<file path="config.mk">
export PLATFORM = sky130hd
export DESIGN_NAME = id_stage_decoder
export DESIGN_NICKNAME = d
export VERILOG_FILES = /design/src/rtl/decode_pkg.sv /design/src/rtl/imm_gen.sv /design/src/rtl/id_stage_decoder.sv
export SDC_FILE = /design/constraint.sdc
export NUM_CORES = 1
export LEC_CHECK = 0
export BUFFER_PORTS_ARGS = -buffer_cell sky130_fd_sc_hd__buf_2
export CAP_MARGIN = 20
export CORE_MARGIN = 1.5
export CORE_UTILIZATION = 54
export CTS_CLUSTER_SIZE = 8
export DETAILED_ROUTE_END_ITERATION = 16
export PLACE_DENSITY = 0.85
export SYNTH_ARGS = -nofsm -noshare
export SYNTH_HDL_FRONTEND = slang
export SYNTH_HIERARCHICAL = 1
export SYNTH_SLANG_ARGS = --single-unit
</file>
<file path="constraint.sdc">
create_clock -name clk_i -period 9.6 [get_ports clk_i]
set_input_delay 2.88 -clock clk_i [delete_from_list [all_inputs] [get_ports clk_i]]
set_output_delay 2.88 -clock clk_i [all_outputs]
set_load 0.05 [all_outputs]
</file>
<file path="src/rtl/decode_pkg.sv">
// rtl/decode_pkg.sv - opcodes, control enums and bundle type for the ID stage
package decode_pkg;

  localparam logic [6:0] OPC_R      = 7'b0110011;
  localparam logic [6:0] OPC_I      = 7'b0010011;
  localparam logic [6:0] OPC_LOAD   = 7'b0000011;
  localparam logic [6:0] OPC_STORE  = 7'b0100011;
  localparam logic [6:0] OPC_BRANCH = 7'b1100011;
  localparam logic [6:0] OPC_JAL    = 7'b1101111;
  localparam logic [6:0] OPC_JALR   = 7'b1100111;
  localparam logic [6:0] OPC_LUI    = 7'b0110111;

  typedef enum logic [1:0] {
    ALU_ADD    = 2'b00,
    ALU_BRANCH = 2'b01,
    ALU_RTYPE  = 2'b10,
    ALU_ITYPE  = 2'b11
  } alu_op_e;

  typedef enum logic [1:0] {
    JUMP_NONE = 2'b00,
    JUMP_JAL  = 2'b01,
    JUMP_JALR = 2'b10
  } jump_e;

  typedef enum logic [2:0] {
    FMT_NONE,
    FMT_I,
    FMT_S,
    FMT_B,
    FMT_U,
    FMT_J
  } imm_fmt_e;

  typedef struct packed {
    logic    alu_src;
    logic    reg_write;
    logic    mem_read;
    logic    mem_write;
    logic    mem_to_reg;
    logic    branch;
    jump_e   jump;
    alu_op_e alu_op;
    logic    illegal;
  } ctrl_t;

endpackage

</file>
<file path="src/rtl/imm_gen.sv">
// rtl/imm_gen.sv - immediate extraction and sign extension to XLEN
module imm_gen
  import decode_pkg::*;
#(
  parameter int XLEN = 32
) (
  input  logic [31:0]     instr,
  input  imm_fmt_e        fmt,
  output logic [XLEN-1:0] imm
);

  logic [31:0] imm32;

  // Assemble the 32-bit immediate for the format; bit 31 always carries instr[31]
  always_comb begin
    imm32 = '0;
    case (fmt)
      FMT_I:   imm32 = {{20{instr[31]}}, instr[31:20]};
      FMT_S:   imm32 = {{20{instr[31]}}, instr[31:25], instr[11:7]};
      FMT_B:   imm32 = {{20{instr[31]}}, instr[7], instr[30:25], instr[11:8], 1'b0};
      FMT_U:   imm32 = {instr[31:12], 12'b0};
      FMT_J:   imm32 = {{12{instr[31]}}, instr[19:12], instr[20], instr[30:21], 1'b0};
      default: imm32 = '0;
    endcase
  end

  // Widening a signed value replicates bit 31 up to XLEN
  assign imm = XLEN'($signed(imm32));

endmodule

</file>
<file path="src/rtl/id_stage_decoder.sv">
// rtl/id_stage_decoder.sv - registered, handshaked RV32I/RV64I decode stage
module id_stage_decoder
  import decode_pkg::*;
#(
  parameter int XLEN = 32
) (
  input  logic            clk_i,
  input  logic            rst_i,
  input  logic [31:0]     instr_i,
  input  logic [XLEN-1:0] pc_i,
  input  logic            valid_i,
  output logic            ready_o,
  input  logic            flush_i,
  output logic            valid_o,
  input  logic            ready_i,
  output logic [XLEN-1:0] pc_o,
  output logic [XLEN-1:0] imm_o,
  output logic [4:0]      rs1_o,
  output logic [4:0]      rs2_o,
  output logic [4:0]      rd_o,
  output logic [2:0]      funct3_o,
  output logic            funct7b5_o,
  output logic            alu_src_o,
  output logic            reg_write_o,
  output logic            mem_read_o,
  output logic            mem_write_o,
  output logic            mem_to_reg_o,
  output logic            branch_o,
  output logic [1:0]      jump_o,
  output logic [1:0]      alu_op_o,
  output logic            illegal_o
);

  logic [6:0]      opcode;
  logic [2:0]      funct3;
  logic [6:0]      funct7;
  ctrl_t           dec_ctrl;
  ctrl_t           ctrl_q;
  imm_fmt_e        dec_fmt;
  logic            use_rs1, use_rs2, use_rd, bad;
  logic [4:0]      dec_rs1, dec_rs2, dec_rd;
  logic [XLEN-1:0] dec_imm;
  logic            hazard;

  assign opcode = instr_i[6:0];
  assign funct3 = instr_i[14:12];
  assign funct7 = instr_i[31:25];

  // Classify the incoming word; an illegal encoding collapses to an empty bundle with the flag set
  always_comb begin
    dec_ctrl = '0;
    dec_fmt  = FMT_NONE;
    use_rs1  = 1'b0;
    use_rs2  = 1'b0;
    use_rd   = 1'b0;
    bad      = 1'b0;
    case (opcode)
      OPC_R: begin
        dec_ctrl.reg_write = 1'b1;
        dec_ctrl.alu_op    = ALU_RTYPE;
        {use_rs1, use_rs2, use_rd} = 3'b111;
        bad = !(funct7 inside {7'b0000000, 7'b0100000}) ||
              (funct7 == 7'b0100000 && !(funct3 inside {3'b000, 3'b101}));
      end
      OPC_I: begin
        dec_ctrl.alu_src   = 1'b1;
        dec_ctrl.reg_write = 1'b1;
        dec_ctrl.alu_op    = ALU_ITYPE;
        dec_fmt            = FMT_I;
        {use_rs1, use_rd}  = 2'b11;
      end
      OPC_LOAD: begin
        dec_ctrl.alu_src    = 1'b1;
        dec_ctrl.reg_write  = 1'b1;
        dec_ctrl.mem_read   = 1'b1;
        dec_ctrl.mem_to_reg = 1'b1;
        dec_fmt             = FMT_I;
        {use_rs1, use_rd}   = 2'b11;
        bad = !(funct3 inside {3'b000, 3'b001, 3'b010, 3'b100, 3'b101});
      end
      OPC_STORE: begin
        dec_ctrl.alu_src   = 1'b1;
        dec_ctrl.mem_write = 1'b1;
        dec_fmt            = FMT_S;
        {use_rs1, use_rs2} = 2'b11;
        bad = !(funct3 inside {3'b000, 3'b001, 3'b010});
      end
      OPC_BRANCH: begin
        dec_ctrl.branch    = 1'b1;
        dec_ctrl.alu_op    = ALU_BRANCH;
        dec_fmt            = FMT_B;
        {use_rs1, use_rs2} = 2'b11;
        bad = funct3 inside {3'b010, 3'b011};
      end
      OPC_JAL: begin
        dec_ctrl.reg_write = 1'b1;
        dec_ctrl.jump      = JUMP_JAL;
        dec_fmt            = FMT_J;
        use_rd             = 1'b1;
      end
      OPC_JALR: begin
        dec_ctrl.alu_src   = 1'b1;
        dec_ctrl.reg_write = 1'b1;
        dec_ctrl.jump      = JUMP_JALR;
        dec_fmt            = FMT_I;
        {use_rs1, use_rd}  = 2'b11;
        bad = funct3 != 3'b000;
      end
      OPC_LUI: begin
        dec_ctrl.alu_src   = 1'b1;
        dec_ctrl.reg_write = 1'b1;
        dec_fmt            = FMT_U;
        use_rd             = 1'b1;
      end
      default: bad = 1'b1;
    endcase
    if (bad) begin
      dec_ctrl         = '0;
      dec_ctrl.illegal = 1'b1;
      dec_fmt          = FMT_NONE;
      use_rs1          = 1'b0;
      use_rs2          = 1'b0;
      use_rd           = 1'b0;
    end
  end

  assign dec_rs1 = use_rs1 ? instr_i[19:15] : 5'd0;
  assign dec_rs2 = use_rs2 ? instr_i[24:20] : 5'd0;
  assign dec_rd  = use_rd  ? instr_i[11:7]  : 5'd0;

  imm_gen #(.XLEN(XLEN)) u_imm_gen (
    .instr (instr_i),
    .fmt   (dec_fmt),
    .imm   (dec_imm)
  );

  // Unused source fields are already zero, so they can never match a nonzero load destination
  assign hazard = valid_o && ctrl_q.mem_read && (rd_o != 5'd0) && valid_i &&
                  ((dec_rs1 == rd_o) || (dec_rs2 == rd_o));

  assign ready_o = !rst_i ? 1'b0 :
                   flush_i ? 1'b1 :
                   (!valid_o || ready_i) && !hazard;

  // Output register: reset beats flush, flush beats accept; a stalled bundle stays put
  always_ff @(posedge clk_i) begin
    if (!rst_i) begin
      valid_o    <= 1'b0;
      pc_o       <= '0;
      imm_o      <= '0;
      rs1_o      <= '0;
      rs2_o      <= '0;
      rd_o       <= '0;
      funct3_o   <= '0;
      funct7b5_o <= 1'b0;
      ctrl_q     <= '0;
    end else if (flush_i) begin
      valid_o <= 1'b0;
    end else if (valid_i && ready_o) begin
      valid_o    <= 1'b1;
      pc_o       <= pc_i;
      imm_o      <= dec_imm;
      rs1_o      <= dec_rs1;
      rs2_o      <= dec_rs2;
      rd_o       <= dec_rd;
      funct3_o   <= funct3;
      funct7b5_o <= instr_i[30];
      ctrl_q     <= dec_ctrl;
    end else if (ready_i) begin
      valid_o <= 1'b0;
    end
  end

  assign alu_src_o    = ctrl_q.alu_src;
  assign reg_write_o  = ctrl_q.reg_write;
  assign mem_read_o   = ctrl_q.mem_read;
  assign mem_write_o  = ctrl_q.mem_write;
  assign mem_to_reg_o = ctrl_q.mem_to_reg;
  assign branch_o     = ctrl_q.branch;
  assign jump_o       = ctrl_q.jump;
  assign alu_op_o     = ctrl_q.alu_op;
  assign illegal_o    = ctrl_q.illegal;

endmodule

</file>
======== Word-level counts from Yosys, hierarchy flattened ========
Index checks and enable logic that the tools add are counted.
operators by class
  mux-type cells .......................... 24
  eq/ne operators ......................... 21
  reductions and logical operators ........ 34
  bitwise logic cells ..................... 2
operator list
  operator                                             number
  one-hot mux 32 bit (5 select lines)                  1
  equality test 7 x 6 -> 1 bit, second input constant  4
  equality test 7 bit, second input constant           3
  2-to-1 mux 5 bit                                     3
  one-hot mux 3 bit (5 select lines)                   1
  2-to-1 mux 1 bit                                     14
  equality test 3 x 2 -> 1 bit, second input constant  4
  equality test 3 bit, second input constant           4
  OR reduction 6 bit                                   2
  2-to-1 mux 11 bit                                    1
  equality test 5 bit                                  2
  nonzero test 5 bit                                   2
  OR reduction 3 bit                                   3
  nonzero test 2 bit                                   4
  equality test 7 x 2 -> 1 bit, second input constant  1
  equality test 7 x 5 -> 1 bit, second input constant  1
  logical AND 1 bit                                    7
  logical NOT 7 bit                                    1
  equality test 3 x 1 -> 1 bit, second input constant  2
  logical NOT 1 bit                                    6
  one-hot mux 1 bit (6 select lines)                   1
  one-hot mux 2 bit (3 select lines)                   1
  nonzero test 3 bit                                   2
  OR reduction 5 bit                                   1
  7 further kinds                                      10
word-level totals
  input bits .............................. 69
  register bits after elaboration ......... 95
  output and inout bits ................... 96
  word-level logic and storage cells ...... 98

======== Depth between registers and ports, before layout ========
  depth after elaboration ................. 17
  depth in mapped cells ................... 14
  mapped depth without buffers ............ 11

======== Modules after synthesis ========
Netlist, hierarchy kept.
modules (own cells, without submodules)
  module            area an instance (sq um)  times used  cells an instance  seq. area each (sq um)
  id_stage_decoder  4129.0                    1           517                1881.8
  imm_gen           390.4                     1           66                 0.0

======== Worst setup path before layout ========
OpenSTA, ideal clock, no wires.
  path type ............................... input to output
  from .................................... in instr_i[2]
  to ...................................... out ready_o
  slack ................................... 1.289 ns
  arrival ................................. 5.431 ns
  path buffers ............................ 2
  stages on the path ...................... 10
  data required time ...................... 6.720 ns
  cell sequence ........................... buf_2 > or3_4 > nor4_4 > nor2_2 > a41oi_1 > a2111oi_4 > a31oi_2 > buf_2 > a21oi_1 > nor2b_1
between the ends
  word-level cells in the longest chain between the ends .. 12
  elaborated cells between the ends (all ways) .. 26
  those cells by class .................... 10 x eq/ne; 9 x mux; 7 x reduce/logical
ends and longest elaborated chain
  what                                                                              RTL line                                          text
  start: declaration                                                                id_stage_decoder.sv:9                             input logic [31:0] instr_i,
  equality test 7 x 6 -> 1 bit (tied with other cells)                              id_stage_decoder.sv:57                            case (opcode)
  OR reduction 3 bit (no source line) / OR reduction 6 bit (equally long branches)  -
  one-hot mux 1 bit (6 select lines) / 2-to-1 mux 1 bit (equally long branches)     id_stage_decoder.sv:57
  2-to-1 mux 1 bit                                                                  id_stage_decoder.sv:117                           if (bad) begin
  2-to-1 mux 5 bit, on equally long branches                                        id_stage_decoder.sv:127, id_stage_decoder.sv:128
  equality test 5 bit                                                               id_stage_decoder.sv:139                           ((dec_rs1 == rd_o) || (dec_rs2 == rd_o));
  logical OR 1 bit (*)                                                              id_stage_decoder.sv:139
  logical AND 1 bit (*)                                                             id_stage_decoder.sv:138                           assign hazard = valid_o && ctrl_q.mem_read && (rd_o != 5'd0) && valid_i &&
  logical NOT 1 bit (*)                                                             id_stage_decoder.sv:143                           (!valid_o || ready_i) && !hazard;
  logical AND 1 bit (*)                                                             id_stage_decoder.sv:143
  2-to-1 mux 1 bit (*)                                                              id_stage_decoder.sv:142                           flush_i ? 1'b1 :
  2-to-1 mux 1 bit (*)                                                              id_stage_decoder.sv:141                           assign ready_o = !rst_i ? 1'b0 :
  end: declaration                                                                  id_stage_decoder.sv:12                            output logic ready_o,
Every way passes the cells marked *; elsewhere a longest branch is shown, timed or not.

======== Worst setup path after layout ========
  from .................................... in instr_i[28]
  to ...................................... out ready_o
between the ends
  word-level cells in the longest chain between the ends .. 14
  elaborated cells between the ends (all ways) .. 19
  those cells by class .................... 3 x eq/ne; 7 x mux; 9 x reduce/logical
ends and longest elaborated chain
  what                                                                      RTL line                                          text
  equality test 7 x 6 -> 1 bit / logical NOT 7 bit (equally long branches)  id_stage_decoder.sv:62, id_stage_decoder.sv:63
  nonzero test 2 bit                                                        id_stage_decoder.sv:62                            bad = !(funct7 inside {7'b0000000, 7'b0100000}) ||
  logical NOT 1 bit                                                         id_stage_decoder.sv:62
  logical OR 1 bit (*)                                                      id_stage_decoder.sv:62
  one-hot mux 1 bit (6 select lines) (*)                                    id_stage_decoder.sv:57
  2-to-1 mux 1 bit                                                          id_stage_decoder.sv:117
  2-to-1 mux 5 bit, on equally long branches                                id_stage_decoder.sv:127, id_stage_decoder.sv:128
  equality test 5 bit                                                       id_stage_decoder.sv:139
  logical OR 1 bit (*)                                                      id_stage_decoder.sv:139
  logical AND 1 bit (*)                                                     id_stage_decoder.sv:138
  logical NOT 1 bit (*)                                                     id_stage_decoder.sv:143
  logical AND 1 bit (*)                                                     id_stage_decoder.sv:143
  2-to-1 mux 1 bit (*)                                                      id_stage_decoder.sv:142
  2-to-1 mux 1 bit (*)                                                      id_stage_decoder.sv:141
Marked as above.

==> flow_metrics.tcl <==
set metrics [dict create \
    cap_violations 0 \
    netlist-cell-type-count 62 \
    core_region_area_mm2 0.00818 \
    synth_seq_cells 94 \
    setup_viol 0 \
    slew_headroom_pct 31.9 \
    grtUsageTotal_pct 29.8 \
    start_util_pct 55.3 \
    stdcell_count 824 \
    hp-class "reg2reg" \
    antenna_found_initial 0 \
    yosysTopAreaCell "dfxtp_1" \
    seq_area_frac_synth_pct 41.6 \
    nets 783 \
    p_per_area_mw_per_mm2 140 \
    dr_total_vias 4872 \
    avgSynthCellArea_um2 7.75 \
    drt_pre_antenna_iters 6 \
    synth_top_area_share_pct 41.6 \
    hold_viol 0 \
    placementRows 33 \
    worstSetupPathType "in2out" \
    synthToLayoutAreaGrowth_pct 21.7 \
    io-pin-count 165 \
    leakagePower_nw 2.40 \
    cp-end-kind "output pin" \
    tns_ns 0 \
    grt_pass1_wl_um 21000 \
    synth_nets 652 \
    cts-root-buf "clkbuf_8" \
    skew_ns 0.00934 \
    slew_viol_final 0 \
    tightest_slew_ns 1.02 \
    ys.flop_type "dfxtp_1" \
    finalCritPeriodShare_pct 85.3 \
    synth_edf_count 0 \
    start_kind "input port" \
    yosys_warnings 6 \
    gp_congestion 0.931 \
    worstPathRequired_ns 6.72 \
    post_cts.repair.setup_buffers 0 \
    r2r-start "rd_o[4]" \
    ir_drop_mv 0.102 \
    cts_tree "yes" \
    die_h_um 94.5 \
    rsz0062_at_grt "false" \
    grt_max_degree 104 \
    postLayoutCellArea_mm2 0.00550 \
    synth_area_leaders "dfxtp_1 (42%), nand2_1 (10%), o21ai_1 (9.0%)" \
    antenna_cells 0 \
    postCtsHoldBufs 0 \
    clock_path_buffers 2 \
    detail-route-antenna-nets 0 \
    layout_commonest_cell "buf_2" \
    period_needed_ns 8.19 \
    numPortBuffers 164 \
    final_cell_mix "buf_2 (164), nand2_1 (120), dfxtp_1 (94)" \
    wl_um 13400 \
    placedCellCount 807 \
    arrival_ns 5.31 \
    grt_pass1_vias 4340 \
    insertion_delay_ns 0.36 \
    synth-async-reset-ratio_pct 0 \
    wl_per_cell_um 16.3 \
    setup.worst_path.start "instr_i[28]" \
    netlist_area_mm2 0.00452 \
    crit_fanout 8 \
    cts.sinks 94 \
    die_width_um 94.5 \
    status "completed" \
    hpwl_um 9000 \
    cts_resized 0 \
    routed_via_density 5.91 \
    drt-initial-drc-count 510 \
    die-area_mm2 0.00893 \
    place_area_mm2 0.00529 \
    cts_buffers 9 \
    synthCells 583 \
    worst_hold_slack_ns 0.450 \
    min_from "imm_o[26]" \
    gr-total-overflow 0 \
    min_path_cells 2 \
    drive_above_1_share_pct 28.1 \
    drc 0 \
    cts.reportedPaths.clkPinSlew_ns 0.10 \
    rr_worst_depth 9 \
    h-tree-depth 3 \
    fmax_mhz 122 \
]
==> synth_stat cells, types with 3 or more instances <==
master	count
a22o_1	3
buf_4	3
clkbuf_1	25
o21ai_0	12
a21o_1	8
xor2_1	4
inv_1	7
and2_1	6
nand2_1	120
nor2_1	17
nand4_1	12
buf_1	3
nor4_1	4
nand2b_1	5
a31oi_1	4
buf_2	16
nand3_1	75
a41oi_1	3
buf_6	3
dfxtp_1	94
or3_1	4
a21oi_1	10
o21ai_1	81
mux2i_1	14
==> metrics by stage <==
| stage | power, mW | worst slack (ns) | utilization (%) |
|---|---|---|---|
| after global placement | 0.518 | 1.55 | 64.7 |
| after floorplan | 0.484 | 1.29 | - |
| after global routing | 0.795 | 1.30 | 67.3 |
| after CTS | 0.770 | 1.45 | 67.0 |
| final | 0.769 | 1.41 | 67.3 |
| after detailed placement | 0.521 | 1.48 | 64.7 |
==> final cells by class <==
type | instances | area, µm²
Clock inverter | 7 | 67.6
Timing Repair Buffer | 170 | 878
Multi-Input combinational cell | 432 | 2390
Inverter | 7 | 26.3
Clock buffer | 9 | 124
Tap cell | 105 | 131
Sequential cell | 94 | 1880
Fill cell | 698 | 2680
==> critical path, stage by stage <==
cell     delay, ns
buf_2         0.11
or4_1         0.53
nor3_2        0.26
a211o_2       0.26
nand2_1       0.15
o31ai_1       0.51
a31oi_4       0.15
a21oi_1       0.18
nor2b_1       0.06
buf_2         0.21
==> registers in the layout (all words and copies together), names as in the netlist, 2 cells and up <==
signal	cells
alu_op_o	2
funct3_o	3
imm_o	32
rd_o	5
pc_o	32
rs2_o	5
rs1_o	5
jump_o	2
==> cells by family after synthesis <==
logic type,share of synthesized area (%)
mux,3.10
xor+xnor,1.16
buf+inv,5.92
simple gates,29.2
compound gates,19.0
flops,41.6
==> power by group <==
group          switching, mW  internal [mW]
logic                 0.0799         0.0296
clock network          0.155          0.100
registers            0.00489          0.399
total                  0.239          0.529
==> path summary, 6_finish.rpt <==
check | endpoint | slack (ns)
worst max-delay path | ready_o | 1.41
worst max register to register | imm_o[27] | 6.39
worst min register to register | imm_o[26] | 0.45
worst min-delay path | imm_o[26] | 0.45
==> metal layers <==
| metal | up-vias | track usage (%) | share of wire (%) |
|---|---|---|---|
| li1 | 2315 | - | - |
| met1 | 2288 | 39.0 | 40 |
| met2 | 235 | 47.5 | 48 |
| met3 | 34 | 6.76 | 9.5 |
| met4 | 0 | 12.1 | 2.4 |
| met5 | - | 0 | 0 |
Note: power is estimated with default switching activity, not from simulation.
